`config.mk`:
```
export PLATFORM = sky130hd
export DESIGN_NAME = guess_engine_n
export DESIGN_NICKNAME = d
export VERILOG_FILES = /design/src/rtl/guess_engine_n.sv
export SDC_FILE = /design/constraint.sdc
export NUM_CORES = 1
export LEC_CHECK = 0
export ABC_CLOCK_PERIOD_IN_PS = 3300
export CAP_MARGIN = 20
export CELL_PAD_IN_SITES_DETAIL_PLACEMENT = 1
export CELL_PAD_IN_SITES_GLOBAL_PLACEMENT = 1
export CORE_MARGIN = 1
export CORE_UTILIZATION = 43
export DETAILED_ROUTE_END_ITERATION = 7
export GPL_TIMING_DRIVEN = 0
export PLACE_DENSITY_LB_ADDON = 0.3
export SETUP_SLACK_MARGIN = 0.02
export SLEW_MARGIN = 20
export SYNTH_ARGS = -nofsm -noshare
export SYNTH_HDL_FRONTEND = slang
export SYNTH_SLANG_ARGS = --single-unit
```
`constraint.sdc`:
```
create_clock -name clk -period 3.3 [get_ports clk]
set_input_delay 0.66 -clock clk [delete_from_list [all_inputs] [get_ports clk]]
set_output_delay 0.66 -clock clk [all_outputs]
set_load 0.005 [all_outputs]
```
`src/rtl/guess_engine_n.sv`:
```
// Guessing-game core: random secret generation, digit-by-digit guess entry,
// sequential exact/partial scoring and chance tracking.
module guess_engine_n #(
    parameter int unsigned NUM_DIGITS   = 4,
    parameter int unsigned DIGIT_W      = 4,
    parameter int unsigned DIGIT_MAX    = 9,
    parameter int unsigned MAX_CHANCES  = 7,
    parameter int unsigned ALLOW_REPEAT = 0,
    localparam int unsigned IdxW = $clog2(NUM_DIGITS + 1),
    localparam int unsigned ChW  = $clog2(MAX_CHANCES + 1)
) (
    input  logic                          clk,
    input  logic                          reset_n,
    input  logic                          p0_pulse,
    input  logic                          p1_pulse,
    input  logic [DIGIT_W-1:0]            sw_val,
    input  logic                          sw_valid,
    input  logic [DIGIT_W-1:0]            lfsr_val,
    output logic [2:0]                    state,
    output logic [NUM_DIGITS*DIGIT_W-1:0] target,
    output logic [NUM_DIGITS*DIGIT_W-1:0] guess,
    output logic [IdxW-1:0]               guess_idx,
    output logic [DIGIT_W-1:0]            candidate,
    output logic [ChW-1:0]                chances_left,
    output logic [IdxW-1:0]               exact_cnt,
    output logic [IdxW-1:0]               partial_cnt,
    output logic                          score_valid,
    output logic                          dup_err
);

    localparam int unsigned CntW = $clog2(2 * NUM_DIGITS + 1);
    localparam int unsigned VecW = NUM_DIGITS * DIGIT_W;
    localparam logic [IdxW-1:0] NumD    = IdxW'(NUM_DIGITS);
    localparam logic [CntW-1:0] NumCnt  = CntW'(NUM_DIGITS);
    localparam logic [CntW-1:0] LastCnt = CntW'(2 * NUM_DIGITS - 1);
    localparam logic [ChW-1:0]  MaxCh   = ChW'(MAX_CHANCES);

    if (ALLOW_REPEAT == 0 && DIGIT_MAX + 1 < NUM_DIGITS) begin : g_param_err
        $error("guess_engine_n: too few distinct digits for a repeat-free secret");
    end

    typedef enum logic [2:0] {
        StIdle  = 3'd0,
        StGen   = 3'd1,
        StInput = 3'd2,
        StScore = 3'd3,
        StCheck = 3'd4,
        StWin   = 3'd5,
        StLose  = 3'd6
    } state_e;

    state_e                 state_q, state_d;
    logic [VecW-1:0]        target_q, target_d, guess_q, guess_d;
    logic [IdxW-1:0]        idx_q, idx_d, gen_k_q, gen_k_d;
    logic [IdxW-1:0]        exact_q, exact_d, partial_q, partial_d;
    logic [IdxW-1:0]        ex_acc_q, ex_acc_d, pa_acc_q, pa_acc_d;
    logic [ChW-1:0]         chances_q, chances_d;
    logic [CntW-1:0]        sc_cnt_q, sc_cnt_d;
    logic [NUM_DIGITS-1:0]  used_t_q, used_t_d, used_g_q, used_g_d;
    logic [DIGIT_W-1:0]     cand_q;
    logic                   score_valid_q, score_valid_d, dup_err_q, dup_err_d;

    logic                   gen_dup, in_dup, phase_a, ug_cur, found;
    logic [CntW-1:0]        pi;
    logic [DIGIT_W-1:0]     g_cur, t_cur;

    // Helpers: duplicate lookups and the digit pair addressed by the score counter.
    always_comb begin
        gen_dup = 1'b0;
        in_dup  = 1'b0;
        phase_a = (sc_cnt_q < NumCnt);
        pi      = phase_a ? sc_cnt_q : sc_cnt_q - NumCnt;
        g_cur   = '0;
        t_cur   = '0;
        ug_cur  = 1'b0;
        for (int unsigned i = 0; i < NUM_DIGITS; i++) begin
            if (i < 32'(gen_k_q) && target_q[i*DIGIT_W +: DIGIT_W] == lfsr_val) gen_dup = 1'b1;
            if (i < 32'(idx_q) && guess_q[i*DIGIT_W +: DIGIT_W] == sw_val) in_dup = 1'b1;
            if (i == 32'(pi)) begin
                g_cur  = guess_q[i*DIGIT_W +: DIGIT_W];
                t_cur  = target_q[i*DIGIT_W +: DIGIT_W];
                ug_cur = used_g_q[i];
            end
        end
    end

    always_comb begin
        state_d       = state_q;
        target_d      = target_q;
        guess_d       = guess_q;
        idx_d         = idx_q;
        gen_k_d       = gen_k_q;
        exact_d       = exact_q;
        partial_d     = partial_q;
        ex_acc_d      = ex_acc_q;
        pa_acc_d      = pa_acc_q;
        chances_d     = chances_q;
        sc_cnt_d      = sc_cnt_q;
        used_t_d      = used_t_q;
        used_g_d      = used_g_q;
        score_valid_d = 1'b0;
        dup_err_d     = 1'b0;
        found         = 1'b0;

        unique case (state_q)
            StIdle: begin
                if (p1_pulse) begin
                    state_d   = StGen;
                    target_d  = '0;
                    guess_d   = '0;
                    idx_d     = '0;
                    gen_k_d   = '0;
                    exact_d   = '0;
                    partial_d = '0;
                    chances_d = MaxCh;
                end
            end
            StGen: begin
                if (32'(lfsr_val) <= DIGIT_MAX && (ALLOW_REPEAT != 0 || !gen_dup)) begin
                    for (int unsigned i = 0; i < NUM_DIGITS; i++) begin
                        if (i == 32'(gen_k_q)) target_d[i*DIGIT_W +: DIGIT_W] = lfsr_val;
                    end
                    gen_k_d = gen_k_q + 1'b1;
                    if (gen_k_q == NumD - 1'b1) state_d = StInput;
                end
            end
            StInput: begin
                // Submit takes priority; a coincident entry pulse is dropped.
                if (p1_pulse) begin
                    if (idx_q == NumD) begin
                        state_d  = StScore;
                        sc_cnt_d = '0;
                        used_t_d = '0;
                        used_g_d = '0;
                        ex_acc_d = '0;
                        pa_acc_d = '0;
                    end
                end else if (p0_pulse && sw_valid && idx_q < NumD) begin
                    if (ALLOW_REPEAT == 0 && in_dup) begin
                        dup_err_d = 1'b1;
                    end else begin
                        for (int unsigned i = 0; i < NUM_DIGITS; i++) begin
                            if (i == 32'(idx_q)) guess_d[i*DIGIT_W +: DIGIT_W] = sw_val;
                        end
                        idx_d = idx_q + 1'b1;
                    end
                end
            end
            StScore: begin
                sc_cnt_d = sc_cnt_q + 1'b1;
                if (phase_a) begin
                    if (g_cur == t_cur) begin
                        ex_acc_d = ex_acc_q + 1'b1;
                        for (int unsigned i = 0; i < NUM_DIGITS; i++) begin
                            if (i == 32'(pi)) begin
                                used_t_d[i] = 1'b1;
                                used_g_d[i] = 1'b1;
                            end
                        end
                    end
                end else if (!ug_cur) begin
                    for (int unsigned j = 0; j < NUM_DIGITS; j++) begin
                        if (!found && !used_t_q[j] && target_q[j*DIGIT_W +: DIGIT_W] == g_cur) begin
                            found       = 1'b1;
                            used_t_d[j] = 1'b1;
                        end
                    end
                    if (found) pa_acc_d = pa_acc_q + 1'b1;
                end
                if (sc_cnt_q == LastCnt) state_d = StCheck;
            end
            StCheck: begin
                exact_d       = ex_acc_q;
                partial_d     = pa_acc_q;
                score_valid_d = 1'b1;
                chances_d     = chances_q - 1'b1;
                if (ex_acc_q == NumD) begin
                    state_d = StWin;
                end else if (chances_q == ChW'(1)) begin
                    state_d = StLose;
                end else begin
                    guess_d = '0;
                    idx_d   = '0;
                    state_d = StInput;
                end
            end
            StWin, StLose: begin
                if (p1_pulse) state_d = StIdle;
            end
            default: state_d = StIdle;
        endcase
    end

    always_ff @(posedge clk or negedge reset_n) begin
        if (!reset_n) begin
            state_q       <= StIdle;
            target_q      <= '0;
            guess_q       <= '0;
            idx_q         <= '0;
            gen_k_q       <= '0;
            exact_q       <= '0;
            partial_q     <= '0;
            ex_acc_q      <= '0;
            pa_acc_q      <= '0;
            chances_q     <= MaxCh;
            sc_cnt_q      <= '0;
            used_t_q      <= '0;
            used_g_q      <= '0;
            cand_q        <= '0;
            score_valid_q <= 1'b0;
            dup_err_q     <= 1'b0;
        end else begin
            state_q       <= state_d;
            target_q      <= target_d;
            guess_q       <= guess_d;
            idx_q         <= idx_d;
            gen_k_q       <= gen_k_d;
            exact_q       <= exact_d;
            partial_q     <= partial_d;
            ex_acc_q      <= ex_acc_d;
            pa_acc_q      <= pa_acc_d;
            chances_q     <= chances_d;
            sc_cnt_q      <= sc_cnt_d;
            used_t_q      <= used_t_d;
            used_g_q      <= used_g_d;
            score_valid_q <= score_valid_d;
            dup_err_q     <= dup_err_d;
            if (sw_valid) cand_q <= sw_val;
        end
    end

    assign state        = state_q;
    assign target       = target_q;
    assign guess        = guess_q;
    assign guess_idx    = idx_q;
    assign candidate    = cand_q;
    assign chances_left = chances_q;
    assign exact_cnt    = exact_q;
    assign partial_cnt  = partial_q;
    assign score_valid  = score_valid_q;
    assign dup_err      = dup_err_q;

endmodule

```
==> impl_metrics.py, run 1 <==
metrics = {
    "synth": {
        "synth-main-ff-cell": "dfrtp_1",
        "synthCells": 541,
        "async_flop_share_pct": 100,
        "synthesis.nets": 569,
        "ys_types": 67,
        "synth_edf_count": 0,
        "yosys-top-cells-area": "dfrtp_1, a22o_1, xor2_1, ha_1, nand2_1",
        "netlist_area_sq_um": 4910,
        "synth_seq_cells": 74,
        "avgSynthCellArea_sq_um": 9.08,
        "ys_warn_count": 0,
        "yosysSeqAreaShare_pct": 37.8,
        "synth_top_area_share_pct": 36.2,
        "yosys.area.top_type": "dfrtp_1",
    },
    "final_layout": {
        "utilization_pct": 55.6,
        "multi_input_area_sq_um": 2850,
        "fin_nets": 640,
        "diodes": 0,
        "final_area_sq_um": 6100,
        "n_fill_cell": 1277,
        "final_cell_mix": "dfrtp_1, clkdlybuf4s50_1, nand2_1",
        "area_delta_synth_final_pct": 24.3,
        "layout_commonest_cell": "dfrtp_1",
        "register_area_sq_um": 1860,
        "final_cells": 757,
        "drive_gt1_share_pct": 9.72,
    },
    "routing": {
        "drc_errors": 0,
        "wl_um": 17200,
        "num_vias": 4716,
        "drtIter0Drc": 290,
        "avgViaCountPerCell": 6.23,
        "first_pass_iters": 5,
        "ant_nets": 0,
        "avgRoutedWirePerCell_um": 22.8,
    },
    "sta": {
        "rsz0062_at_grt": "true",
        "setup_viol": 0,
        "slew_viol_final": 0,
        "finalClockSkew_ns": 0.0144,
        "setup_ws_ns": 0.0874,
        "worstMarginPinSlew_ns": 0.885,
        "finalCritPeriodShare_pct": 97.4,
        "final-hold-violation-count": 0,
        "timing.slew.headroom_pct": 40.6,
        "fin_crit_ns": 3.21,
        "fmax_mhz": 311,
    },
    "floorplan": {
        "dieWidth_um": 109,
        "start_util_pct": 44.7,
        "dieArea_sq_um": 11900,
        "core_sq_um": 11000,
        "io_pins": 66,
        "fp-row-count": 38,
        "dieHeight_um": 109,
    },
    "hold_path": {
        "hold_path_class": "in2async",
    },
    "place": {
        "io_buffers": 58,
        "dpl.cell_count": 740,
        "place_ws_ns": -0.817,
        "postPlaceCellArea_sq_um": 5690,
        "dp_hpwl_um": 12300,
        "place.gp.congestion": 0.921,
    },
    "worst_setup_path": {
        "start_kind": "primary input",
        "reg2reg_from": "sc_cnt_q[1]$_DFFE_PN0P_",
        "cp_max_fo": 10,
        "max_stage_delay_ns": 0.52,
        "path_cells": "clkdlybuf4s50_1 -> buf_2 -> a221oi_1 -> a41o_1 -> a2111oi_4 -> nand3_2 -> and2_1 -> nand2b_1 -> a22o_1",
        "crit_type": "in2reg",
        "reg2reg_to": "ex_acc_q[2]$_DFFE_PN0P_",
        "arrival_ns": 3.44,
        "rrSetupSlack_ns": 0.12,
        "reg2regPathDepth": 11,
        "crit_end": "target[12]$_DFFE_PN0P_",
        "crit_required_ns": 3.52,
        "endpoint_kind": "flop",
        "crit_path_start": "lfsr_val[1]",
        "cp_slowest_cell": "clkdlybuf4s50_1",
    },
    "clocking": {
        "clk_pin_slew_ns": 0.06,
        "cts_tree": "yes",
        "cts_max_level": 3,
        "clkSinkCount": 74,
        "cts_buffer_depth": 2,
        "clk_latency_ns": 0.35,
        "clockRootBuffer": "clkbuf_16",
        "cts_made_buffers": 9,
    },
    "run_status": {
        "outcome": "completed",
    },
    "global_routing": {
        "grt_usage_pct": 30.8,
        "grt_first_pass_wirelength_um": 27600,
        "grt_pass1_vias": 5092,
        "grt-ovfl-total": 0,
        "antenna_found_initial": 0,
        "grt_max_degree": 51,
    },
    "pwr": {
        "p_leak_nw": 2.50,
        "power_mw": 5.09,
        "power_density_nw_per_um2": 835,
        "peakVddDrop_mv": 0.353,
    },
    "run": {
        "drv_cap": 0,
    },
}
cell families after synthesis:
family / synth area share, %
AND/OR/NAND/NOR: 17.8
flip-flops: 37.8
XOR/XNOR: 6.96
AO/OA/AOI/OAI: 24.9
multiplexers: 2.98
adder cells (fa/ha/maj): 3.82
buffers and inverters: 5.81
cells in the mapped netlist (all sizes together), types with 3 or more instances:
master	instances
xnor2	15
dfstp	3
xor2	24
buf	19
a21oi	27
a221oi	3
a32oi	3
nor3	13
ha	15
nand3b	6
o2111ai	3
a2111oi	4
and2	9
nor2b	10
mux2	5
clkbuf	19
o221ai	3
nand2b	17
o31ai	7
mux2i	9
nand3	11
nand2	49
or3	3
inv	25
a22o	36
nor2	23
o22ai	3
dfrtp	71
a31oi	3
a211o	3
and3	5
o311ai	5
o211ai	3
o21a	4
o21ai	39
nor3b	6
nor4	3
nand4	4
a211oi	3
critical path, delay by kind of cell:
kind            cells  cell delay, ns
compound gates      4            1.14
buf+inv             2            0.78
simple gates        3            0.84
cell type report:
type                            count  share of cell area, %
Buffer                             38                   3.14
Inverter                           25                   1.54
Sequential cell                    74                   30.4
Clock buffer                       10                   3.75
Timing Repair Buffer               60                   10.0
Clock inverter                      6                   1.50
Tap cell                          140                   2.87
Multi-Input combinational cell    404                   46.8
layer usage:
metal | wire, um | share of wire (%) | GRT usage, %
met1 | 7440 | 43 | 40.0
met3 | 907 | 5.3 | 3.77
met5 | 0 | 0 | 0
met4 | 460 | 2.7 | 12.9
met2 | 8420 | 49 | 51.6
state kept, by name (all words and copies together) (netlist names), 4 cells and up:
name and flops:
guess 16, candidate 4, used_g_q 4, used_t_q 4
sc_cnt_q 4, target 16
through the flow:
step | setup TNS, ns | hold slack [ns]
CTS | 0 | 0.245
global placement | -81.28 | 0.457
finish | 0 | 0.235
global route | -0.0870 | 0.248
detailed placement | -8.36 | 0.473
floorplan | 0 | 0.364
worst min-delay path by stage:
stage                               endpoint  slack [ns]               startpoint  depth (start not counted)
floorplan           candidate[0]$_DFFE_PN0P_        0.36                  reset_n                          0
global placement     used_g_q[2]$_DFFE_PN0P_        0.46  used_g_q[2]$_DFFE_PN0P_                          2
detailed placement   used_g_q[2]$_DFFE_PN0P_        0.47  used_g_q[2]$_DFFE_PN0P_                          2
CTS                     guess[7]$_DFFE_PN0P_        0.24                  reset_n                          1
global route            guess[4]$_DFFE_PN0P_        0.25                  reset_n                          1
finish                  guess[4]$_DFFE_PN0P_        0.23                  reset_n                          1
repair_timing:
| item | in CTS | in global routing |
|---|---|---|
| buffers inserted | 1 | 0 |
| resized for setup | 10 | 10 |
| pin swaps | 1 | 1 |
| hold buffers | 0 | 0 |
| endpoints found under the setup margin | 29 | 26 |
| gates cloned | 0 | 0 |
power breakdown:
part           switching, mW  leakage (nW)  internal, mW
combinational           1.51          1.40          1.08
sequential             0.299         0.960          1.14
clock                  0.403         0.145         0.664
total                   2.21          2.50          2.89
Note: power is estimated with default switching activity, not from simulation.
==> run 2, diff against run 1 <==
- CORE_UTILIZATION: 43 -> 44
- CTS_BUF_LIST: unset -> sky130_fd_sc_hd__clkbuf_4 sky130_fd_sc_hd__clkbuf_8
==> run 2 against run 1 <==
Effect of this change: clock power down 26%; critical path depth stayed put; maximum frequency fell by 1.7%; register-to-register slack lost 0.04 ns; sequential cell count stayed put; final cell count unchanged.
==> impl_metrics.py, run 2 (synthesized netlist as in run 1, its figures left out) <==
metrics = {
    "final_layout": {
        "final_cells": 757,
        "layout_commonest_cell": "dfrtp_1",
        "area_delta_synth_final_pct": 21.6,
        "drive_gt1_share_pct": 9.40,
        "diodes": 0,
        "utilization_pct": 55.1,
        "fin_nets": 640,
        "final_cell_mix": "dfrtp_1, clkdlybuf4s50_1, nand2_1",
    },
    "sta": {
        "rsz0062_at_grt": "true",
        "fmax_mhz": 306,
        "timing.slew.headroom_pct": 38.9,
        "whs_ns": 0.206,
        "final-hold-violation-count": 0,
        "finalCritPeriodShare_pct": 99.0,
        "slew_viol_final": 0,
        "finalClockSkew_ns": 0.0144,
        "setup_ws_ns": 0.0320,
        "fin_crit_ns": 3.27,
        "setup_viol": 0,
        "worstMarginPinSlew_ns": 0.910,
    },
    "hold_path": {
        "hold_path_class": "in2async",
    },
    "pwr": {
        "peakVddDrop_mv": 0.355,
        "power_density_nw_per_um2": 793,
        "p_leak_nw": 2.47,
    },
    "clocking": {
        "clockRootBuffer": "clkbuf_8",
        "cts_buffer_depth": 2,
        "clk_latency_ns": 0.36,
        "cts_max_level": 3,
        "cts_made_buffers": 9,
        "clk_pin_slew_ns": 0.08,
        "clkSinkCount": 74,
        "ctsHoldBuffers": 0,
        "cts_tree": "yes",
    },
    "run": {
        "drv_cap": 0,
    },
    "worst_setup_path": {
        "max_stage_delay_ns": 0.53,
        "critical-path-top-delay-family": "compound AO/OA/AOI/OAI gates",
        "cp_max_fo": 10,
        "crit_type": "in2reg",
        "crit_required_ns": 3.55,
        "endpoint_kind": "flop",
        "arrival_ns": 3.51,
        "path_cells": "clkdlybuf4s50_1 -> buf_2 -> a221oi_1 -> a41o_1 -> a2111oi_4 -> nand3_2 -> and2_1 -> nand2b_1 -> a22o_1",
        "reg2reg_from": "sc_cnt_q[0]$_DFFE_PN0P_",
        "cp_slowest_cell": "clkdlybuf4s50_1",
        "start_kind": "primary input",
        "crit_path_start": "lfsr_val[1]",
        "critPathBufInv": 2,
    },
    "run_status": {
        "outcome": "completed",
    },
    "global_routing": {
        "grt_pass1_vias": 4663,
        "antenna_found_initial": 0,
        "grt_max_degree": 49,
        "grt_first_pass_wirelength_um": 26500,
        "grt_usage_pct": 30.7,
        "grt-ovfl-total": 0,
    },
    "place": {
        "place_ws_ns": -0.989,
        "dp_hpwl_um": 12300,
        "dpl.cell_count": 740,
        "place.gp.congestion": 0.922,
        "io_buffers": 58,
    },
    "routing": {
        "wl_um": 16400,
        "ant_nets": 0,
        "first_pass_iters": 5,
        "num_vias": 4588,
        "drtIter0Drc": 347,
        "avgRoutedWirePerCell_um": 21.6,
        "avgViaCountPerCell": 6.06,
        "drc_errors": 0,
    },
    "floorplan": {
        "fp-row-count": 38,
        "io_pins": 66,
        "dieWidth_um": 108,
        "dieArea_sq_um": 11600,
        "start_util_pct": 45.3,
        "dieHeight_um": 108,
        "core_sq_um": 10800,
    },
}
[run 2: cell type report]
| class | instances | area [sq um] |
|---|---|---|
| Fill cell | 1279 | 4870 |
| Tap cell | 140 | 175 |
| Sequential cell | 74 | 1860 |
| Inverter | 25 | 93.8 |
| Clock inverter | 5 | 78.8 |
| Clock buffer | 11 | 139 |
| Multi-Input combinational cell | 404 | 2820 |
| Buffer | 38 | 191 |
| Timing Repair Buffer | 60 | 613 |
[run 2: timing repair]
action                                  in CTS  in global routing
cloned                                       0                  0
endpoints found under the setup margin      22                 27
setup buffers                                1                  0
pin swaps                                    1                  0
resized for setup                            7                  4
[run 2: path summary, 6_finish.rpt]
check | endpoint | slack [ns] | cells after the start
worst max-delay path | target[14]$_DFFE_PN0P_ | 0.03 | 9
worst min-delay path | partial_cnt[0]$_DFFE_PN0P_ | 0.21 | 1
worst max register to register | ex_acc_q[2]$_DFFE_PN0P_ | 0.08 | 10
worst min register to register | used_g_q[2]$_DFFE_PN0P_ | 0.48 | 2
max in group asynchronous | chances_left[1]$_DFFE_PN1P_ | 2.48 | 2
min in group clk | used_g_q[2]$_DFFE_PN0P_ | 0.48 | 2
[run 2: where the power goes]
part           leakage, nW  total [mW]  internal, mW  switching [mW]
combinational         1.40        2.51          1.06            1.45
sequential           0.959        1.43          1.14           0.295
clock                0.114       0.788         0.442           0.346
total                 2.47        4.73          2.64            2.09
[run 2: routing by layer]
metal / global-route usage [%] / vias up / part of all wire, %
met4: 12.8 / 0 / 2.9
met3: 3.87 / 30 / 3.9
li1: - / 2109 / -
met5: 0 / - / 0
met1: 40.9 / 2321 / 45
met2: 50.0 / 128 / 48
[run 2: metrics by stage]
stage / power [mW] / area (sq um) / setup TNS, ns
finish: 4.73 / 5970 / 0
global route: 5.08 / 5970 / -0.152
CTS: 4.72 / 5950 / 0
detailed placement: 3.86 / 5690 / -10.62
global placement: 3.76 / 5670 / -77.54
floorplan: 2.92 / 4910 / 0
==> run 3, diff against run 2 <==
- SLEW_MARGIN: 20 -> 0
==> results of run 3 <==
No change in the layout: final DEF, timing and power equal those of run 2.
